**src/rtl/block_state_ctrl_if.sv**
```systemverilog
// Request/response and store-side signals of the block-state sequencer.
// The controller sits on the slave modport; the requesters and the
// store model together sit on the master modport.
interface block_state_ctrl_if;
  // store side
  logic [12:0] line;
  logic [12:0] new_line;
  logic        write_line;
  logic        next_line;
  // renderer
  logic        rd_req;
  logic [3:0]  rd_row;
  logic        rd_ack;
  logic [12:0] rd_data;
  // ball/collision logic
  logic        hit_req;
  logic [3:0]  hit_row;
  logic [3:0]  hit_col;
  logic        hit_ack;
  logic        hit_was_set;
  // status
  logic [7:0]  blocks_left;
  logic        all_clear;

  modport slave (
    input  line, rd_req, rd_row, hit_req, hit_row, hit_col,
    output new_line, write_line, next_line, rd_ack, rd_data,
           hit_ack, hit_was_set, blocks_left, all_clear
  );

  modport master (
    output line, rd_req, rd_row, hit_req, hit_row, hit_col,
    input  new_line, write_line, next_line, rd_ack, rd_data,
           hit_ack, hit_was_set, blocks_left, all_clear
  );
endinterface

```
**src/rtl/block_state_ctrl.sv**
```systemverilog
// Sequencer for the rotating block-state store. Arbitrates renderer reads
// and brick hits, rotates the store to the requested row, serves the
// request, clears hit bricks and tracks how many bricks remain.
module block_state_ctrl #(
  parameter int NUM_ROWS    = 15,
  parameter int INIT_BLOCKS = 91
) (
  input  logic              clk,
  input  logic              nRst,
  block_state_ctrl_if.slave bus
);

  typedef enum logic [2:0] {IDLE, SEEK, RD_ACK, WRITE, NOP_ACK} state_t;

  localparam logic [3:0] LAST_ROW = 4'(NUM_ROWS - 1);
  localparam logic [3:0] LAST_COL = 4'd12;

  state_t      state_q, state_d;
  logic [3:0]  ptr_q;
  logic [3:0]  tgt_row_q;
  logic [3:0]  tgt_col_q;
  logic        is_hit_q;
  logic        rr_last_hit_q;
  logic [12:0] rd_data_q;
  logic        hit_was_set_q;
  logic [7:0]  blocks_q;

  logic        any_req;
  logic        grant_hit;
  logic [3:0]  req_row;
  logic        req_bad;
  logic        at_target;

  logic        next_line;
  logic        write_line;
  logic [12:0] new_line;
  logic        rd_ack;
  logic        hit_ack;

  // Round-robin: on a tie, the requester not granted last time wins.
  assign any_req   = bus.rd_req | bus.hit_req;
  assign grant_hit = bus.hit_req & (~bus.rd_req | ~rr_last_hit_q);
  assign req_row   = grant_hit ? bus.hit_row : bus.rd_row;
  assign req_bad   = (req_row > LAST_ROW) || (grant_hit && (bus.hit_col > LAST_COL));
  assign at_target = (ptr_q == tgt_row_q);

  // Next-state and store/ack strobes.
  always_comb begin
    // NOTE: every output gets a default first so no path leaves it unassigned and infers a latch.
    state_d    = state_q;
    next_line  = 1'b0;
    write_line = 1'b0;
    new_line   = 13'd0;
    rd_ack     = 1'b0;
    hit_ack    = 1'b0;
    unique case (state_q)
      IDLE:    if (any_req) state_d = req_bad ? NOP_ACK : SEEK;
      SEEK: begin
        if (!at_target) next_line = 1'b1;
        else            state_d   = is_hit_q ? WRITE : RD_ACK;
      end
      RD_ACK: begin
        rd_ack  = 1'b1;
        state_d = IDLE;
      end
      WRITE: begin
        hit_ack = 1'b1;
        if (hit_was_set_q) begin
          write_line = 1'b1;
          new_line   = bus.line & ~(13'd1 << tgt_col_q);
        end
        state_d = IDLE;
      end
      NOP_ACK: begin
        if (is_hit_q) hit_ack = 1'b1;
        else          rd_ack  = 1'b1;
        state_d = IDLE;
      end
      default: state_d = IDLE;
    endcase
  end

  // State register.
  always_ff @(posedge clk or negedge nRst) begin
    // NOTE: sequential state uses non-blocking assignments so every flop samples pre-edge values.
    if (!nRst) state_q <= IDLE;
    else       state_q <= state_d;
  end

  // Visible-row pointer; follows every rotation pulse sent to the store.
  always_ff @(posedge clk or negedge nRst) begin
    if (!nRst)          ptr_q <= 4'd0;
    else if (next_line) ptr_q <= (ptr_q == LAST_ROW) ? 4'd0 : ptr_q + 4'd1;
  end

  // Latch the granted request and remember who won arbitration.
  always_ff @(posedge clk or negedge nRst) begin
    if (!nRst) begin
      tgt_row_q     <= 4'd0;
      tgt_col_q     <= 4'd0;
      is_hit_q      <= 1'b0;
      rr_last_hit_q <= 1'b1;
    end else if (state_q == IDLE && any_req) begin
      tgt_row_q     <= req_row;
      tgt_col_q     <= bus.hit_col;
      is_hit_q      <= grant_hit;
      rr_last_hit_q <= grant_hit;
    end
  end

  // Result registers: cleared on grant, loaded from the store on arrival.
  always_ff @(posedge clk or negedge nRst) begin
    if (!nRst) begin
      rd_data_q     <= 13'd0;
      hit_was_set_q <= 1'b0;
    end else if (state_q == IDLE && any_req) begin
      if (grant_hit) hit_was_set_q <= 1'b0;
      else           rd_data_q     <= 13'd0;
    end else if (state_q == SEEK && at_target) begin
      if (is_hit_q) hit_was_set_q <= bus.line[tgt_col_q];
      else          rd_data_q     <= bus.line;
    end
  end

  // Remaining-brick counter, saturating at zero.
  always_ff @(posedge clk or negedge nRst) begin
    if (!nRst)
      blocks_q <= 8'(INIT_BLOCKS);
    else if (state_q == WRITE && hit_was_set_q && blocks_q != 8'd0)
      blocks_q <= blocks_q - 8'd1;
  end

  assign bus.next_line   = next_line;
  assign bus.write_line  = write_line;
  assign bus.new_line    = new_line;
  assign bus.rd_ack      = rd_ack;
  assign bus.hit_ack     = hit_ack;
  assign bus.rd_data     = rd_data_q;
  assign bus.hit_was_set = hit_was_set_q;
  assign bus.blocks_left = blocks_q;
  assign bus.all_clear   = (blocks_q == 8'd0);

endmodule

```
**src/flat_wrapper.sv**
```systemverilog
// flat-port wrapper written by rule: the top's interface ports become plain ports
module block_state_ctrl_flat 
#(
  parameter int NUM_ROWS    = 15,
  parameter int INIT_BLOCKS = 91
)
  (clk, nRst, bus_line, bus_rd_req, bus_rd_row, bus_hit_req, bus_hit_row, bus_hit_col, bus_new_line, bus_write_line, bus_next_line, bus_rd_ack, bus_rd_data, bus_hit_ack, bus_hit_was_set, bus_blocks_left, bus_all_clear);
  block_state_ctrl_if bus_i ();
  input  logic clk;
  input  logic nRst;
  input wire logic [$bits(bus_i.line)-1:0] bus_line;
  input wire logic [$bits(bus_i.rd_req)-1:0] bus_rd_req;
  input wire logic [$bits(bus_i.rd_row)-1:0] bus_rd_row;
  input wire logic [$bits(bus_i.hit_req)-1:0] bus_hit_req;
  input wire logic [$bits(bus_i.hit_row)-1:0] bus_hit_row;
  input wire logic [$bits(bus_i.hit_col)-1:0] bus_hit_col;
  output wire logic [$bits(bus_i.new_line)-1:0] bus_new_line;
  output wire logic [$bits(bus_i.write_line)-1:0] bus_write_line;
  output wire logic [$bits(bus_i.next_line)-1:0] bus_next_line;
  output wire logic [$bits(bus_i.rd_ack)-1:0] bus_rd_ack;
  output wire logic [$bits(bus_i.rd_data)-1:0] bus_rd_data;
  output wire logic [$bits(bus_i.hit_ack)-1:0] bus_hit_ack;
  output wire logic [$bits(bus_i.hit_was_set)-1:0] bus_hit_was_set;
  output wire logic [$bits(bus_i.blocks_left)-1:0] bus_blocks_left;
  output wire logic [$bits(bus_i.all_clear)-1:0] bus_all_clear;
  assign bus_i.line = bus_line;
  assign bus_i.rd_req = bus_rd_req;
  assign bus_i.rd_row = bus_rd_row;
  assign bus_i.hit_req = bus_hit_req;
  assign bus_i.hit_row = bus_hit_row;
  assign bus_i.hit_col = bus_hit_col;
  assign bus_new_line = bus_i.new_line;
  assign bus_write_line = bus_i.write_line;
  assign bus_next_line = bus_i.next_line;
  assign bus_rd_ack = bus_i.rd_ack;
  assign bus_rd_data = bus_i.rd_data;
  assign bus_hit_ack = bus_i.hit_ack;
  assign bus_hit_was_set = bus_i.hit_was_set;
  assign bus_blocks_left = bus_i.blocks_left;
  assign bus_all_clear = bus_i.all_clear;
  block_state_ctrl #(.NUM_ROWS(NUM_ROWS), .INIT_BLOCKS(INIT_BLOCKS)) u_core (.clk(clk), .nRst(nRst), .bus(bus_i));
endmodule
```
**config.mk**
```make
export PLATFORM = sky130hd
export DESIGN_NAME = block_state_ctrl_flat
export DESIGN_NICKNAME = d
export VERILOG_FILES = /design/src/rtl/block_state_ctrl_if.sv /design/src/rtl/block_state_ctrl.sv /design/src/flat_wrapper.sv
export SDC_FILE = /design/constraint.sdc
export NUM_CORES = 1
export LEC_CHECK = 0
export CAP_MARGIN = 30
export CORE_UTILIZATION = 42
export DETAILED_ROUTE_END_ITERATION = 7
export PLACE_DENSITY = 0.79
export REMOVE_ABC_BUFFERS = 1
export SYNTH_ARGS = -nofsm -noshare
export SYNTH_HDL_FRONTEND = slang
export SYNTH_SLANG_ARGS = --single-unit
```
**constraint.sdc**
```tcl
create_clock -name clk -period 4.8 [get_ports clk]
set_input_delay 1.2 -clock clk [delete_from_list [all_inputs] [get_ports clk]]
set_output_delay 1.2 -clock clk [all_outputs]
set_load 0.1 [all_outputs]
```
==> flow_summary.json, run 1 <==
{
  "path_class": "register to output pin",
  "dp_hpwl_mm": 3.90,
  "drt_iter0_drc": 71,
  "rrSetupSlack_ps": 2430,
  "grt_max_degree": 40,
  "clock_latency_ps": 290,
  "core-area_sq_mm": 0.00488,
  "seq_area_frac_synth": 0.448,
  "reg2reg_to": "u_core.bus.blocks_left[6]$_DFFE_PN1P_",
  "cts.sinks": 39,
  "gr-usage-met3": 0.0515,
  "antenna_found_initial": 0,
  "final_cell_mix": "clkdlybuf4s50_1 (53), nand2_1 (45), dfrtp_1 (33)",
  "initial_utilization": 0.450,
  "fmax_ghz": 0.255,
  "synth.ff_latch_count": 39,
  "stdcell_area_sq_mm": 0.00296,
  "grt.met1_usage": 0.261,
  "fin_hold_ws_ps": 474,
  "fp.dieArea_sq_mm": 0.00552,
  "min_to": "u_core.rr_last_hit_q$_DFFE_PN1P_",
  "synth_warnings": 0,
  "finalPower_mw": 1.74,
  "start_kind": "register",
  "globalplace.congestion": 0.766,
  "nFillCells": 444,
  "dp_cells": 365,
  "grt_pass1_wl_mm": 8.58,
  "wl_mm": 5.15,
  "htree_levels": 2,
  "firstDrtPassIters": 4,
  "postRouteAntennaNets": 0,
  "hold_viol": 0,
  "synth_edf_count": 0,
  "cts_resized": 0,
  "setup_violations": 0,
  "cts_buffers": 5,
  "drive_gt1_frac": 0.121,
  "multiInputGateArea_sq_mm": 0.00107,
  "hp-class": "register to register",
  "path_max_fanout": 8,
  "p_leak_nw": 1.42,
  "root_buffer": "clkbuf_8",
  "place_area_sq_mm": 0.00287,
  "fin_crit_ps": 3920,
  "cp.required_ps": 3600,
  "power.density_mw_per_mm2": 587,
  "viasPerCell": 5.21,
  "drc_errors": 0,
  "min_path_cells": 2,
  "ys.flop_type": "dfrtp_1",
  "ff2ff_path_depth": 4,
  "cts_setup_buffers": 0,
  "cts_buffer_depth": 2,
  "num_antenna_cells": 0,
  "cap_violations": 0,
  "final_cells": 373,
  "gr-total-overflow": 0,
  "crit_arrival_ps": 2720,
  "die_x_microns": 74.3,
  "synthCells": 239,
  "run_status": "finished, final reports clean",
  "worst_slew_pin_slew_ps": 984,
  "end_kind": "output pin",
  "reg2reg_from": "u_core.state_q[2]$_DFFE_PN0P_",
  "final_nets": 336,
  "cts.reportedPaths.clkPinSlew_ps": 80,
  "io_buffers": 68,
  "ctsHoldBuffers": 0,
  "io_pins": 69,
  "hp-start": "u_core.rr_last_hit_q$_DFFE_PN1P_",
  "grt.busiest_layer": "met2",
  "finalCritPeriodShare": 0.816,
  "row_count": 25,
  "grt_pass1_vias": 1822,
  "synthToLayoutAreaGrowth_pct": 35.1,
  "syn_area_sq_mm": 0.00219,
  "chipHeight_microns": 74.3,
  "final_common_cell": "clkdlybuf4s50_1",
  "rsz0062_at_grt": "false",
  "cts_tree": "built",
  "ir_drop_mv": 0.264,
  "via_count": 1943,
  "postSynthAreaPerCell_sq_um": 9.18,
  "relSlewSlack": 0.342,
  "ys_async_sr_fraction": 1.00,
  "grt.total_usage": 0.207,
  "synth_cell_types": 42,
  "drv_slew": 0,
  "regArea_sq_um": 983,
  "fin_worst_skew_ps": 6.42,
  "wl_per_cell_microns": 13.8,
  "grtUsageMet2": 0.356
}
cells by family (layout without fill, tap and decap cells):
logic type                 after synthesis  after routing  synth area share
and+or+nand+nor                         99             99             0.214
DFF                                     39             39             0.448
AOI/OAI and AO/OA                       35             35             0.106
buffers and inverters                   31             98            0.0639
muxes                                   23             23             0.116
xor gates and xnor gates                10             10            0.0399
adders and majority gates                2              2            0.0114
area by class of cell:
cell class,count,share of cell area
multi-input combinational,169,0.361
sequential,39,0.332
timing repair buffer,71,0.224
clock buffer,7,0.0291
tap,67,0.0283
inverter,19,0.0241
clock inverter,1,0.00169
flip-flops by register name, indices dropped and copies added (netlist names), 3 cells and up:
register	flops
u_core.tgt_row_q	4
u_core.bus.blocks_left	8
u_core.bus.rd_data	13
u_core.state_q	3
u_core.ptr_q	4
u_core.tgt_col_q	4
critical path, stage by stage, from the launching register on:
cell and delay, ps:
dfrtp_1 450, nor3b_1 440, o41ai_1 150, buf_4 190, inv_1 70, clkdlybuf4s50_1 1130
where the power goes:
| group | leakage, nW | switching (mW) | internal, mW |
|---|---|---|---|
| Sequential | 0.488 | 0.135 | 0.432 |
| Combinational | 0.886 | 0.636 | 0.307 |
| Clock | 0.0482 | 0.112 | 0.116 |
| Total | 1.42 | 0.884 | 0.855 |
synth_stat cells, types with 2 or more instances:
master | number | share of area
nand2_1 | 45 | 0.077
mux4_2 | 2 | 0.021
mux2i_1 | 21 | 0.096
dfstp_2 | 6 | 0.072
o41ai_1 | 2 | 0.0080
xor2_1 | 5 | 0.020
nor3_1 | 16 | 0.036
o211ai_1 | 3 | 0.010
o31ai_1 | 2 | 0.0068
nand3b_1 | 2 | 0.0068
dfrtp_1 | 33 | 0.38
nor4_1 | 2 | 0.0057
a21oi_1 | 3 | 0.0068
nand2b_1 | 9 | 0.026
o21ai_0 | 15 | 0.034
nor2_1 | 14 | 0.024
clkbuf_1 | 10 | 0.017
xnor2_1 | 5 | 0.020
ha_1 | 2 | 0.011
inv_1 | 19 | 0.032
or3_1 | 2 | 0.0057
metrics by stage:
stage | util | setup WS (ps) | TNS (ps)
6_report | 0.607 | 885 | 0
5_1_grt | 0.607 | 706 | 0
4_1_cts | 0.607 | 868 | 0
3_5_place_dp | 0.589 | 1190 | 0
3_3_place_gp | 0.587 | 1240 | 0
2_1_floorplan | - | -74.6 | -522
worst max path at each step:
stage / from / to / slack [ps] / cells after the start
final: u_core.state_q[1]$_DFFE_PN0P_ / bus_next_line / 880 / 5
after global placement: u_core.state_q[2]$_DFFE_PN0P_ / bus_next_line / 1240 / 5
after global routing: u_core.state_q[1]$_DFFE_PN0P_ / bus_next_line / 710 / 5
after detailed placement: u_core.state_q[2]$_DFFE_PN0P_ / bus_next_line / 1190 / 5
after CTS: u_core.state_q[1]$_DFFE_PN0P_ / bus_next_line / 870 / 5
after floorplan: u_core.bus.hit_was_set$_DFFE_PN0P_ / bus_new_line[0] / -70 / 2
layer usage:
| layer | vias to the layer above | share of wire |
|---|---|---|
| met5 | - | 0 |
| met4 | 0 | 0 |
| met3 | 0 | 0.063 |
| met2 | 71 | 0.50 |
| met1 | 926 | 0.44 |
| li1 | 946 | - |
(Power assumes the default switching activity.)
==> inputs of run 2 (changes only) <==
--- a/config.mk
+++ b/config.mk
@@ -8,7 +8,7 @@
 export CAP_MARGIN = 30
 export CORE_UTILIZATION = 42
 export DETAILED_ROUTE_END_ITERATION = 7
-export PLACE_DENSITY = 0.79
+export PLACE_DENSITY = 0.82
 export REMOVE_ABC_BUFFERS = 1
 export SYNTH_ARGS = -nofsm -noshare
 export SYNTH_HDL_FRONTEND = slang
==> constraint.sdc (replaced) <==
create_clock -name clk -period 3.2 [get_ports clk]
set_input_delay 0.8 -clock clk [delete_from_list [all_inputs] [get_ports clk]]
set_output_delay 0.8 -clock clk [all_outputs]
set_load 0.1 [all_outputs]
==> flow_summary.json, run 2 (same netlist as run 1, synthesis figures left out) <==
{
  "run_status": "finished, final reports clean",
  "path_class": "input pin to output pin",
  "grt_pass1_vias": 1866,
  "dp_hpwl_mm": 3.99,
  "final_nets": 337,
  "grt.total_usage": 0.207,
  "synthToLayoutAreaGrowth_pct": 42.2,
  "final_cells": 374,
  "stdcell_area_sq_mm": 0.00312,
  "cp_slowest_cell": "clkdlybuf4s50_1",
  "cts_buffer_depth": 2,
  "clock_latency_ps": 300,
  "initial_utilization": 0.450,
  "cts_buffers": 5,
  "chipHeight_microns": 74.3,
  "grt_pass1_wl_mm": 8.57,
  "fp.dieArea_sq_mm": 0.00552,
  "ir_drop_mv": 0.370,
  "fin_hold_ws_ps": 473,
  "die_x_microns": 74.3,
  "wl_mm": 5.25,
  "drt_iter0_drc": 87,
  "hp-class": "register to register",
  "final_cell_mix": "nand2_1 (45), dfrtp_1 (33), buf_4 (29)",
  "crit_chain": "clkdlybuf4s50_1 -> inv_1 -> nor3_1 -> buf_12",
  "io_pins": 69,
  "worst_slew_pin_slew_ps": 854,
  "core-area_sq_mm": 0.00488,
  "row_count": 25,
  "fmax_ghz": 0.365,
  "power.density_mw_per_mm2": 876,
  "cp_num_buf_inv": 3,
  "cts.sinks": 39,
  "fin_worst_skew_ps": 7.48,
  "critPathTopFamily": "buffers and inverters",
  "drive_gt1_frac": 0.212,
  "htree_levels": 2,
  "relSlewSlack": 0.416,
  "start_kind": "input pin",
  "hold_viol": 0,
  "crit_arrival_ps": 1940,
  "setup_violations": 0,
  "rsz0062_at_grt": "false",
  "cts.reportedPaths.clkPinSlew_ps": 70,
  "postRouteAntennaNets": 0,
  "layout_setup_ws_ps": 460,
  "final_common_cell": "nand2_1",
  "largest_reg_flops": 13,
  "nFillCells": 447,
  "num_antenna_cells": 0,
  "cpPeakStageDelay_ps": 490,
  "place_area_sq_mm": 0.00300,
  "dp_cells": 366,
  "multiInputGateArea_sq_mm": 0.00107,
  "p_leak_nw": 1.53,
  "cap_violations": 0,
  "gr-total-overflow": 0,
  "finalCritPeriodShare": 0.856,
  "finalPower_mw": 2.73,
  "cts_tree": "built",
  "root_buffer": "clkbuf_8",
  "wl_per_cell_microns": 14.0,
  "setup-tns-final_ps": 0,
  "regArea_sq_um": 983,
  "drc_errors": 0,
  "globalplace.congestion": 0.777,
  "via_count": 1958,
  "end_kind": "output pin",
  "place_ws_ps": 478,
  "path_max_fanout": 2,
  "antenna_found_initial": 0,
  "cts_setup_buffers": 0,
  "ctsHoldBuffers": 0,
  "io_buffers": 68,
  "viasPerCell": 5.24,
  "grt_max_degree": 40,
  "cp.required_ps": 2400,
  "final_core_util": 0.639,
  "cts_resized": 0,
  "fin_crit_ps": 2740,
  "firstDrtPassIters": 5,
  "drv_slew": 0
}
-- run 2: cell count changes in the layout (fill, tap and decap cells not counted) --
cell             before  now
clkdlybuf4s50_1      53   27
buf_12                0   15
buf_4                17   29
bufinv_16             0    1
clkbuf_1              1    0
-- run 2: area by class of cell --
| type | instances | share of cell area |
|---|---|---|
| sequential | 39 | 0.315 |
| timing repair buffer | 72 | 0.254 |
| clock inverter | 2 | 0.0112 |
| clock buffer | 6 | 0.0265 |
| inverter | 19 | 0.0229 |
| multi-input combinational | 169 | 0.343 |
| tap | 67 | 0.0269 |
-- run 2: worst paths after layout --
path / cells past startpoint / to / from / slack (ps)
min: 2 / u_core.rr_last_hit_q$_DFFE_PN1P_ / u_core.rr_last_hit_q$_DFFE_PN1P_ / 470
min reg2reg: 2 / u_core.rr_last_hit_q$_DFFE_PN1P_ / u_core.rr_last_hit_q$_DFFE_PN1P_ / 470
max: 4 / bus_new_line[9] / bus_line[9] / 460
max reg2reg: 4 / u_core.bus.rd_data[1]$_DFFE_PN0P_ / u_core.ptr_q[3]$_DFFE_PN0P_ / 930
max in group asynchronous: 1 / u_core.is_hit_q$_DFFE_PN0P_ / nRst / 2050
min in group asynchronous: 1 / u_core.bus.rd_data[0]$_DFFE_PN0P_ / nRst / 610
-- run 2: worst min-delay path, delay by kind of cell, from the launching register on --
| kind | cells | cell delay [ps] |
|---|---|---|
| flip-flops | 1 | 380 |
| AND/OR/NAND/NOR | 2 | 100 |
-- run 2: per-layer routing --
metal	up-vias	part of all wire	GRT usage
li1	953	-	-
met1	929	0.43	0.251
met2	69	0.50	0.366
met3	7	0.061	0.0542
met4	0	0.0093	0.0545
met5	-	0	0
-- run 2: power by group --
part           total (mW)  switching, mW  internal (mW)
Sequential          0.861          0.212          0.649
Clock               0.426          0.174          0.252
Combinational        1.45          0.964          0.484
Total                2.73           1.35           1.39
